==> src/rtl/skew_input_buffer_pkg.sv <==
// Shared definitions for the skew input buffer.
// Contents: FSM state encodings, a constant-evaluable clog2 and a lane-slice helper that
// gives the LSB position of lane k inside a packed multi-lane vector.
package skew_input_buffer_pkg;

  localparam logic [1:0] StIdle  = 2'd0;
  localparam logic [1:0] StRun   = 2'd1;
  localparam logic [1:0] StDrain = 2'd2;

  // Ceiling log2; usable in parameter expressions.
  function automatic int unsigned clog2(input int unsigned value);
    int unsigned result;
    result = 0;
    while ((64'd1 << result) < 64'(value)) begin
      result = result + 1;
    end
    return result;
  endfunction

  // LSB of lane `lane` in a vector packed as {lane[N-1], ..., lane[0]}.
  function automatic int unsigned lane_lsb(input int unsigned lane, input int unsigned width);
    return lane * width;
  endfunction

endpackage

==> src/rtl/skew_lane.sv <==
// One lane of the skew buffer: a data+valid delay line stepped by `advance`, with two
// compile-time taps (forward / reverse) picked at run time by `reverse`.
// Ports:
//   clk, rst     clock, synchronous active-high reset
//   advance      global step enable; everything holds when low
//   push_valid   element pushed this step is real (else a zero bubble is pushed)
//   push_data    element data
//   reverse      selects REV_TAP instead of FWD_TAP
//   out_data     registered tap data, forced to zero when out_valid is low
//   out_valid    registered tap valid
module skew_lane
  import skew_input_buffer_pkg::*;
#(
  parameter int unsigned DATA_WIDTH = 16,
  parameter int unsigned DEPTH      = 4,
  parameter int unsigned FWD_TAP    = 0,
  parameter int unsigned REV_TAP    = 0
) (
  input  logic                  clk,
  input  logic                  rst,
  input  logic                  advance,
  input  logic                  push_valid,
  input  logic [DATA_WIDTH-1:0] push_data,
  input  logic                  reverse,
  output logic [DATA_WIDTH-1:0] out_data,
  output logic                  out_valid
);

  // Entries beyond the deeper of the two taps can never reach the output, so the line
  // only stores up to that point (capped at DEPTH).
  localparam int unsigned MaxTap    = (FWD_TAP > REV_TAP) ? FWD_TAP : REV_TAP;
  localparam int unsigned LineDepth = (MaxTap < DEPTH) ? MaxTap + 1 : DEPTH;

  // Entry 0 holds the most recently pushed element.
  logic [LineDepth*DATA_WIDTH-1:0] line_q;
  logic [LineDepth-1:0]            valid_q;
  logic [DATA_WIDTH-1:0]           tap_data;
  logic                            tap_valid;

  always_comb begin
    tap_data  = reverse ? line_q[REV_TAP*DATA_WIDTH +: DATA_WIDTH]
                        : line_q[FWD_TAP*DATA_WIDTH +: DATA_WIDTH];
    tap_valid = reverse ? valid_q[REV_TAP] : valid_q[FWD_TAP];
  end

  always_ff @(posedge clk) begin
    if (rst) begin
      line_q    <= '0;
      valid_q   <= '0;
      out_data  <= '0;
      out_valid <= 1'b0;
    end else if (advance) begin
      line_q    <= {line_q[(LineDepth-1)*DATA_WIDTH-1:0],
                    (push_valid ? push_data : {DATA_WIDTH{1'b0}})};
      valid_q   <= {valid_q[LineDepth-2:0], push_valid};
      out_data  <= tap_valid ? tap_data : '0;
      out_valid <= tap_valid;
    end
  end

endmodule

==> src/rtl/skew_input_buffer.sv <==
// Handshaked triangular skew buffer feeding one edge of a ROWS x ROWS PE array.
// Lane k of each accepted vector is delayed k steps (ROWS-1-k when reversed).
// Ports:
//   clk, rst         clock, synchronous active-high reset
//   cfg_reverse      skew direction, latched only while idle
//   in_valid/ready   input vector handshake; in_data packs lane k at [DW*(k+1)-1 -: DW]
//   flush            drain request
//   out_ready        global step enable from the PE array
//   out_data         skewed lanes, zero where the lane is not valid
//   out_lane_valid   per-lane element valid
//   busy             not idle
//   done             one-cycle drain-complete pulse
module skew_input_buffer
  import skew_input_buffer_pkg::*;
#(
  parameter int unsigned ROWS       = 4,
  parameter int unsigned DATA_WIDTH = 16
) (
  input  logic                       clk,
  input  logic                       rst,
  input  logic                       cfg_reverse,
  input  logic                       in_valid,
  output logic                       in_ready,
  input  logic [ROWS*DATA_WIDTH-1:0] in_data,
  input  logic                       flush,
  input  logic                       out_ready,
  output logic [ROWS*DATA_WIDTH-1:0] out_data,
  output logic [ROWS-1:0]            out_lane_valid,
  output logic                       busy,
  output logic                       done
);

  localparam int unsigned CntWidth = clog2(ROWS + 1);

  logic [1:0]          state_q;
  logic [CntWidth-1:0] drain_cnt_q;
  logic                reverse_q;
  logic                done_q;
  logic                advance;
  logic                accept;

  assign advance  = out_ready;
  assign in_ready = out_ready && (state_q != StDrain);
  assign accept   = in_valid && in_ready;
  assign busy     = (state_q != StIdle);
  assign done     = done_q;

  always_ff @(posedge clk) begin
    if (rst) begin
      state_q     <= StIdle;
      drain_cnt_q <= '0;
      reverse_q   <= 1'b0;
      done_q      <= 1'b0;
    end else begin
      // done is a pulse; it does not wait for advance.
      done_q <= 1'b0;
      if (state_q == StIdle) begin
        reverse_q <= cfg_reverse;
      end
      case (state_q)
        StIdle: begin
          if (flush && accept) begin
            drain_cnt_q <= CntWidth'(ROWS);
            state_q     <= StDrain;
          end else if (flush) begin
            done_q <= 1'b1;
          end else if (accept) begin
            state_q <= StRun;
          end
        end
        StRun: begin
          // A vector accepted on this edge is already in the lines, so a full ROWS-step
          // drain covers it.
          if (flush) begin
            drain_cnt_q <= CntWidth'(ROWS);
            state_q     <= StDrain;
          end
        end
        StDrain: begin
          if (advance) begin
            drain_cnt_q <= drain_cnt_q - 1'b1;
            if (drain_cnt_q == CntWidth'(1)) begin
              done_q  <= 1'b1;
              state_q <= StIdle;
            end
          end
        end
        default: state_q <= StIdle;
      endcase
    end
  end

  for (genvar k = 0; k < ROWS; k++) begin : g_lane
    skew_lane #(
      .DATA_WIDTH (DATA_WIDTH),
      .DEPTH      (ROWS),
      .FWD_TAP    (k),
      .REV_TAP    (ROWS - 1 - k)
    ) u_lane (
      .clk        (clk),
      .rst        (rst),
      .advance    (advance),
      .push_valid (accept),
      .push_data  (in_data[lane_lsb(k, DATA_WIDTH) +: DATA_WIDTH]),
      .reverse    (reverse_q),
      .out_data   (out_data[lane_lsb(k, DATA_WIDTH) +: DATA_WIDTH]),
      .out_valid  (out_lane_valid[k])
    );
  end

endmodule
==> config.mk <==
export PLATFORM = sky130hd
export DESIGN_NAME = skew_input_buffer
export DESIGN_NICKNAME = d
export VERILOG_FILES = /design/src/rtl/skew_input_buffer_pkg.sv /design/src/rtl/skew_lane.sv /design/src/rtl/skew_input_buffer.sv
export SDC_FILE = /design/constraint.sdc
export NUM_CORES = 1
export LEC_CHECK = 0
export ABC_AREA = 1
export CAP_MARGIN = 5
export CORE_AREA = 2 2 174 133
export CTS_CLUSTER_SIZE = 28
export DETAILED_ROUTE_END_ITERATION = 12
export DIE_AREA = 0 0 176 135
export PLACE_DENSITY = 0.78
export SYNTH_ARGS = -nofsm -noshare
export SYNTH_HDL_FRONTEND = slang
export SYNTH_SLANG_ARGS = --single-unit
==> constraint.sdc <==
create_clock -name clk -period 1.5 [get_ports clk]
set_clock_uncertainty 0.05 [all_clocks]
set_input_delay 0.15 -clock clk [delete_from_list [all_inputs] [get_ports clk]]
set_output_delay 0.15 -clock clk [all_outputs]
set_load 0.02 [all_outputs]
Word level (Yosys, flattened, before mapping)
Cells that the tools add are included.
Word-level totals
  output and inout port bits: 71
  input bits: 70
  logic and storage cells: 71
  register bits: 313
Cells by class
  add/sub/neg operators: 1
  reduce and logical (&&, ||, !) cells: 8
  multiplexer cells: 32
  eq/ne operators: 10
Operators by type and width (count)
  $mux 16: 12
  $mux 2: 6
  $mux 3: 3
  $pmux 3 s3: 1
  $mux 1: 8
  $ne 2x2->1 const B: 4
  $ne 3x2->1 const B: 2
  $pmux 2 s3: 1
  $reduce_and 5->1: 1
  $reduce_and 4->1: 1
  $eq 3x1->1 const B: 1
  $logic_and 1x1->1: 3
  $reduce_bool 3->1: 1
  $sub 3x1->3 const B: 1
  $eq 2x1->1 const B: 1
  $eq 2x2->1 const B: 1
  $logic_not 2->1: 1
  $ne 2x1->1 const B: 1
  $pmux 1 s2: 1
  $reduce_bool 2->1: 1

Longest topological paths before layout
Gate-level depths: netlist of the first run.
  word-level depth: 7
  gate-level depth with buffers: 10
  gate-level depth less buffers: 9

Hierarchy
Synthesis of the first run repeated with hierarchy kept, for this count alone.
Second synthesis, totals
  cell total of the unflattened synthesis: 1627
  area, all modules: 12751.0 sq um
By module, submodules not included
  skew_lane (g_lane[0].u_lane ...): times used 2, area an instance 3389.5 sq um, sequential area each 1701.6 sq um, cells an instance 427
  skew_lane (g_lane[2].u_lane): times used 1, area an instance 2781.4 sq um, sequential area each 1361.3 sq um, cells an instance 354
  skew_lane (g_lane[1].u_lane): times used 1, area an instance 2773.9 sq um, sequential area each 1361.3 sq um, cells an instance 354
  skew_input_buffer: times used 1, area an instance 416.6 sq um, sequential area each 140.1 sq um, cells an instance 65

Worst setup path before layout of the first run
Ideal clock, no wire load.
  kind: register to register
  from: register reverse_q
  to: register g_lane[2].u_lane.out_data[10]
  period minus slack after synthesis: 1309 ps
  path buffers: 3
  cell stages (with the launch flop): 10
  data required time: 1379 ps
  slack: 191 ps
  arrival time: 1188 ps
  setup time: 71 ps
  path through: dfxtp_1 > buf_4 > inv_2 > buf_6 > o21ai_1 > nand2_1 > inv_2 > buf_6 > nand2_2 > a21oi_2
On the way
  longest elaborated chain between the ends: 2
  elaborated cells between the ends (all ways): 3
  classes of those cells: mux: 3
Ends and longest elaborated chain
  from (decl): RTL line skew_input_buffer.sv:37  | logic reverse_q;
  from (signal assigned): RTL line skew_input_buffer.sv:58  | reverse_q <= cfg_reverse;
  $mux 16 or $mux 1 (tied branches): RTL line skew_lane.sv:41, skew_lane.sv:43
  $mux 16 (*): RTL line skew_lane.sv:56  | out_data <= tap_valid ? tap_data : '0;
  to (signal assigned): RTL line skew_lane.sv:56
  to (decl): RTL line skew_lane.sv:25  | output logic [DATA_WIDTH-1:0] out_data,
Mark *: on every way between the ends. The rest lies on a longest branch, timed or not.
A chain may end at the register's enable or synchronous reset.

Worst setup path after layout of the first run
  from: register state_q[0]
  to: output in_ready
On the way
  longest elaborated chain between the ends: 2
Ends and longest elaborated chain
  from (decl): RTL line skew_input_buffer.sv:35  | logic [1:0] state_q;
  from (signal assigned): RTL line skew_input_buffer.sv:50  | state_q <= StIdle;
  from (signal assigned): RTL line skew_input_buffer.sv:64  | state_q <= StDrain;
  from (signal assigned): RTL line skew_input_buffer.sv:68  | state_q <= StRun;
  $ne 2x2->1: RTL line skew_input_buffer.sv:43  | assign in_ready = out_ready && (state_q != StDrain);
  $logic_and 1x1->1: RTL line skew_input_buffer.sv:43
  to (decl): RTL line skew_input_buffer.sv:23  | output logic in_ready,
No other way between the ends.

==> impl_metrics.py, run 1 <==
metrics = {
    "cells_and_area": {
        "drive_above_1_share_pct": 14.0,
        "syn_to_final_growth_pct": 20.3,
        "antenna_cells": 0,
        "fillers": 1888,
        "nets": 1659,
    },
    "synthesis": {
        "syn_area_per_cell_um2": 7.96,
        "yosys_warnings": 0,
        "synth.top_cell.area_share_pct": 50.8,
        "synth_edf_count": 0,
        "synth_area_leaders": "dfxtp_1, nand2_1, o21ai_0, a21oi_1, nor2_1",
        "ys_ff_latch": 303,
        "synth_ff_type": "dfxtp_1",
        "syn_area_um2": 12000,
        "synth_cell_types": 31,
        "yosysTopAreaCell": "dfxtp_1",
        "ys_seq_area_share_pct": 50.8,
        "synthCells": 1501,
        "synth_nets": 1573,
        "async_reset_ff_share_pct": 0,
    },
    "critical_path": {
        "path_max_fanout": 2,
        "critical-path-top-delay-family": "flip-flops",
        "crit_top_cell": "inv_2",
        "critPathMaxStageDelay_ns": 0.34,
        "path_cells": "inv_2 > nand2_2 > inv_2 > nor2_4 > buf_6",
        "startpoint_type": "flop",
        "crit_type": "reg2out",
        "end_kind": "output pin",
        "cp.required_ns": 1.30,
        "path_buf_inv": 3,
        "cp_slowest_cell": "dfxtp_2",
        "worst_ep_arrival_time_ns": 1.31,
    },
    "worst_hold_path": {
        "hp-class": "in2reg",
    },
    "timing": {
        "slew_viol_final": 0,
        "layout_setup_ws_ns": -0.0129,
        "setup_violations": 1,
        "fmax_mhz": 661,
        "relSlewSlack_pct": 60.3,
        "timing.final.hold_violations": 0,
        "tns_ns": -0.0129,
        "rsz0062_at_grt": "yes",
        "finalCriticalPeriod_ns": 1.51,
        "worst_pin_slew_ns": 0.595,
        "fin_crit_sh_pct": 101,
        "hold_ws_ns": 0.135,
    },
    "routing": {
        "vias_per_cell": 5.19,
        "drc": 0,
        "wl_per_cell_um": 14.2,
        "antenna_left": 0,
        "first_iter_violations": 733,
        "firstDrtPassIters": 5,
        "dr_total_vias": 9891,
        "wl_um": 27100,
    },
    "placed_design": {
        "gp_congestion": 0.819,
        "hpwl_um": 16700,
        "io_buffers": 140,
    },
    "job": {
        "max_cap_viol_count": 0,
    },
    "die": {
        "core_um2": 21900,
        "row_count": 47,
        "die_area_um2": 23800,
        "fp.dieW_um": 176,
        "fp.dieH_um": 135,
        "initial_core_util_pct": 54.5,
        "ios": 141,
    },
    "grt": {
        "grt_overflow": 0,
        "grt_start_max_net_pins": 154,
        "grt_pass1_vias": 9043,
        "gr-usage-all-layers_pct": 22.7,
        "antenna_found_initial": 0,
        "grt_pass1_wl_um": 45000,
    },
    "power": {
        "p_clk_share_pct": 38.0,
        "p_per_area_nw_per_um2": 1330,
        "leakagePower_uw": 0.00561,
        "p_seq_share_pct": 45.9,
        "p_int_uw": 13900,
        "netSwitchingFraction_pct": 27.5,
        "p_total_uw": 19100,
        "combPwrFrac_pct": 16.1,
        "peakVddDrop_uv": 1010,
        "netSwitchingPower_uw": 5250,
    },
    "clock_tree": {
        "insertion_delay_ns": 0.55,
        "clockBufferDepth": 3,
        "numCtsBuffers": 29,
        "htree_num_levels": 1,
        "root_buffer": "clkbuf_16",
        "clock-sinks": 303,
        "cts_tree": "yes",
        "clkTransAtPathRegs_ns": 0.06,
        "cts_setup_buffers": 0,
    },
    "status": {
        "outcome": "complete, but fails checks",
        "violations": "negative setup slack",
    },
}
[state kept, by name (all words and copies together), names as in the netlist]
register,count
state_q,2
done,1
g_lane.u_lane.out_valid,4
g_lane.u_lane.out_data,64
g_lane.u_lane.line_q,224
reverse_q,1
g_lane.u_lane.valid_q,4
drain_cnt_q,3
[timing repair]
action / CTS / global route
endpoints found under the hold margin: 20 / 0
endpoints found under the setup margin: 71 / 15
hold buffers: 3 / 0
resized for setup: 83 / 9
pin swaps: 0 / 1
gates cloned: 0 / 0
[cells in the mapped netlist, types with 9 or more instances]
master	n
nand2_2	13
inv_1	59
buf_4	9
clkbuf_1	54
a21oi_1	154
dfxtp_1	303
nor2_1	196
buf_2	44
nand3_1	18
nand2_1	297
a21oi_2	54
nand3_2	50
o21ai_0	215
[tightest hold or removal path: cells and delay by family]
| family | cells | cell delay, ns |
|---|---|---|
| compound gates | 1 | 0.04 |
| buf+inv | 1 | 0.41 |
| simple gates | 1 | 0.08 |
[placed cells by master (no fill, tap or decap), types with 2 or more instances in the layout]
cell | synthesis | routed
clkinv_2 | 0 | 13
dfxtp_2 | 0 | 2
bufinv_16 | 0 | 2
nand3_1 | 18 | 18
clkbuf_1 | 54 | 3
clkbuf_16 | 0 | 29
inv_1 | 59 | 56
clkbuf_8 | 0 | 7
ha_1 | 2 | 2
o21ai_0 | 215 | 215
nor2_2 | 1 | 2
buf_12 | 2 | 11
inv_2 | 6 | 7
a21oi_2 | 54 | 54
nand2_2 | 13 | 14
nand3_2 | 50 | 50
o21ai_1 | 2 | 2
a21oi_1 | 154 | 154
dlygate4sd3_1 | 0 | 3
dfxtp_1 | 303 | 300
buf_4 | 9 | 23
clkdlybuf4s50_1 | 0 | 66
dlygate4sd2_1 | 0 | 66
clkdlybuf4s15_1 | 0 | 3
nor2_1 | 196 | 195
buf_6 | 7 | 4
nand2_1 | 297 | 296
[routing by layer]
layer | routed length (um) | vias to the layer above | track usage (%)
li1 | - | 5053 | -
met1 | 12700 | 4562 | 32.1
met2 | 12400 | 235 | 36.7
met3 | 1340 | 41 | 3.04
met4 | 584 | 0 | 5.65
met5 | 0 | - | 0
[kinds of logic (layout without fill, tap and decap cells)]
logic type | Yosys count | count (layout) | share of synthesized area (%)
buffers and inverters | 187 | 296 | 7.63
adders and majority gates | 2 | 2 | 0.209
xor gates and xnor gates | 1 | 1 | 0.0733
AOI/OAI and AO/OA | 428 | 428 | 19.8
DFF | 303 | 303 | 50.8
and+or+nand+nor | 580 | 580 | 21.6
[area by class of cell]
| cell class | instances | area [um2] | share of cell area [%] |
|---|---|---|---|
| Inverter | 66 | 259 | 1.80 |
| Clock buffer | 39 | 833 | 5.80 |
| Clock inverter | 15 | 129 | 0.897 |
| Timing Repair Buffer | 176 | 1740 | 12.1 |
| Multi-Input combinational cell | 1011 | 4980 | 34.6 |
| Tap cell | 294 | 368 | 2.56 |
| Sequential cell | 303 | 6070 | 42.2 |
[per-stage QoR]
step	std cells	worst slack, ns	area [um2]	utilization (%)
2_1_floorplan	1501	0.191	12000	-
3_5_place_dp	1847	0.0583	13500	61.3
5_1_grt	1904	-0.0592	14400	65.5
4_1_cts	1904	-0.0405	14400	65.5
6_report	1904	-0.0129	14400	65.5
3_3_place_gp	1847	0.0734	13500	61.3
[path summary, 6_finish.rpt]
kind / from / end / slack (ns) / cells past startpoint
max: state_q[0]$_SDFFE_PP0P_ / in_ready / -0.01 / 5
min: in_data[63] / g_lane[3].u_lane.line_q[15]$_SDFFE_PP0P_ / 0.13 / 3
max reg2reg: state_q[0]$_SDFFE_PP0P_ / g_lane[0].u_lane.line_q[15]$_SDFFE_PP0P_ / 0.09 / 8
min reg2reg: g_lane[2].u_lane.line_q[42]$_SDFFE_PP0P_ / g_lane[2].u_lane.line_q[42]$_SDFFE_PP0P_ / 0.40 / 2
[power by group through the flow]
stage / sequential, uW / combinational, uW / clock (uW)
after floorplan: 8920 / 2130 / 0
after global placement: 8920 / 3020 / 0
after detailed placement: 8940 / 3080 / 0
after CTS: 8760 / 3080 / 7380
after global routing: 8820 / 3430 / 7730
final: 8770 / 3080 / 7260
No activity file was read; power rests on OpenSTA's default activity.
==> run 2, diff against run 1 <==
CORE_AREA = 2 2 172 132   (was 2 2 174 133)
DIE_AREA = 0 0 174 134   (was 0 0 176 135)
PLACE_DENSITY = 0.79   (was 0.78)
==> run 2 against run 1 <==
Net effect:
- the run still ends with negative setup slack left
- design area up 0.16%
- fmax decreased by 3.7%
- sequential power barely moved
- power increased by 1.1%
- utilization is 0.99 points higher
==> impl_metrics.py, run 2 (same netlist as run 1, synthesis figures left out) <==
metrics = {
    "grt": {
        "grt_pass1_wl_um": 45400,
        "grt_pass1_vias": 9265,
        "grt_overflow": 0,
        "gr-usage-all-layers_pct": 23.1,
        "antenna_found_initial": 1,
        "grt_start_max_net_pins": 121,
    },
    "clock_tree": {
        "clkTransAtPathRegs_ns": 0.06,
        "cts_tree": "yes",
        "htree_num_levels": 1,
        "root_buffer": "clkbuf_16",
        "clock-sinks": 303,
        "insertion_delay_ns": 0.54,
        "clockBufferDepth": 3,
        "numCtsBuffers": 29,
    },
    "routing": {
        "firstDrtPassIters": 5,
        "antenna_left": 0,
        "dr_total_vias": 9921,
        "vias_per_cell": 5.22,
        "drc": 0,
        "first_iter_violations": 746,
        "wl_um": 27200,
        "wl_per_cell_um": 14.3,
    },
    "cells_and_area": {
        "syn_to_final_growth_pct": 20.5,
        "nets": 1657,
        "final_area_um2": 14400,
        "reg_top3": "g_lane.u_lane.line_q x224, g_lane.u_lane.out_data x64",
        "fillers": 1862,
        "regMostFlops": "g_lane.u_lane.line_q",
        "largest_register_ffs": 224,
        "drive_above_1_share_pct": 13.6,
        "final_common_cell": "dfxtp_1",
        "most-common-layout-cells": "dfxtp_1, nand2_1, o21ai_0, nor2_1, a21oi_1",
    },
    "timing": {
        "rsz0062_at_grt": "yes",
        "fmax_mhz": 637,
        "timing.final.hold_violations": 0,
        "finalCriticalPeriod_ns": 1.57,
        "tns_ns": -0.0707,
        "hold_ws_ns": 0.0690,
        "layout_setup_ws_ns": -0.0707,
        "fin_crit_sh_pct": 105,
        "relSlewSlack_pct": 67.3,
        "slew_viol_final": 0,
        "worst_pin_slew_ns": 0.490,
        "setup_violations": 1,
    },
    "critical_path": {
        "r2r_setup_slack_ns": 0.05,
        "end_kind": "output pin",
        "startpoint_type": "flop",
        "worst_ep_arrival_time_ns": 1.37,
        "critical-path-top-delay-family": "flip-flops",
        "cp_slowest_cell": "dfxtp_2",
        "cp.required_ns": 1.30,
        "reg2reg_from": "state_q[0]$_SDFFE_PP0P_",
        "path_cells": "inv_2 > nand2_2 > inv_2 > nor2_4 > buf_6",
        "path_max_fanout": 6,
        "crit_type": "reg2out",
        "worstRegToRegCells": 7,
        "r2r_end": "g_lane[0].u_lane.line_q[8]$_SDFFE_PP0P_",
        "path_buf_inv": 3,
        "critPathMaxStageDelay_ns": 0.34,
        "crit_top_cell": "inv_2",
    },
    "power": {
        "p_per_area_nw_per_um2": 1340,
        "p_total_uw": 19300,
        "peakVddDrop_uv": 1060,
        "leakagePower_uw": 0.00559,
    },
    "die": {
        "row_count": 47,
        "initial_core_util_pct": 55.2,
        "ios": 141,
        "fp.dieH_um": 134,
        "fp.dieW_um": 174,
        "die_area_um2": 23300,
        "core_um2": 21600,
    },
    "placed_design": {
        "hpwl_um": 16900,
        "io_buffers": 140,
        "post_dp_cell_area_um2": 13500,
        "gp_congestion": 0.808,
        "pre_cts_ws_ns": -0.0171,
    },
    "status": {
        "outcome": "complete, but fails checks",
        "violations": "negative setup slack",
    },
    "worst_hold_path": {
        "worstHoldStart": "out_ready",
        "min_path_cells": 5,
        "hp-class": "in2reg",
        "min_to": "g_lane[0].u_lane.line_q[10]$_SDFFE_PP0P_",
    },
    "job": {
        "max_cap_viol_count": 0,
    },
}
-- run 2: where the power goes --
part | switching [uW] | internal [uW]
Clock | 3040 | 4380
Combinational | 1980 | 1140
Sequential | 256 | 8530
-- run 2: what timing repair did --
action                                  CTS  global route
pin swaps                                 0             1
hold buffers                              2             0
resized for setup                        82            12
hold endpoints to repair                 27             0
endpoints found under the setup margin   71            43
buffers inserted                          0             1
-- run 2: per-layer routing --
| layer | wire, um | global-route usage [%] | up-vias | share of wire (%) |
|---|---|---|---|---|
| met4 | 553 | 5.84 | 0 | 2.0 |
| met5 | 0 | 0 | - | 0 |
| met2 | 12900 | 39.8 | 226 | 47 |
| met3 | 1450 | 3.63 | 46 | 5.3 |
| met1 | 12300 | 30.7 | 4597 | 45 |
| li1 | - | - | 5052 | - |
-- run 2: tightest hold or removal path: stages --
cell	delay [ns]
buf_4	0.13
inv_8	0.09
nor2_4	0.06
nand3_1	0.10
a21oi_1	0.07
-- run 2: how the worst max path moves through the flow --
stage | start | to | slack, ns | depth (start not counted)
4_1_cts | state_q[0]$_SDFFE_PP0P_ | in_ready | -0.14 | 5
5_1_grt | state_q[0]$_SDFFE_PP0P_ | in_ready | -0.12 | 5
3_3_place_gp | state_q[0]$_SDFFE_PP0P_ | in_ready | 0.007 | 5
2_1_floorplan | reverse_q$_SDFFE_PP0P_ | g_lane[2].u_lane.out_data[10]$_SDFFE_PP0P_ | 0.19 | 9
6_report | state_q[0]$_SDFFE_PP0P_ | in_ready | -0.07 | 5
3_5_place_dp | state_q[0]$_SDFFE_PP0P_ | in_ready | -0.02 | 5
-- run 2: layout make-up --
class | count | area (um2) | share of cell area [%]
Antenna cell | 1 | 2.50 | 0.0174
Clock buffer | 43 | 838 | 5.82
Clock inverter | 10 | 136 | 0.947
Inverter | 66 | 262 | 1.82
Multi-Input combinational cell | 1011 | 4980 | 34.6
Sequential cell | 303 | 6070 | 42.2
Tap cell | 294 | 368 | 2.55
Timing Repair Buffer | 174 | 1740 | 12.1
-- run 2: per-stage QoR --
step | std cells | utilization [%]
finish | 1902 | 66.5
CTS | 1900 | 66.4
global route | 1902 | 66.5
detailed placement | 1845 | 62.2
global placement | 1845 | 62.2
floorplan | 1501 | -
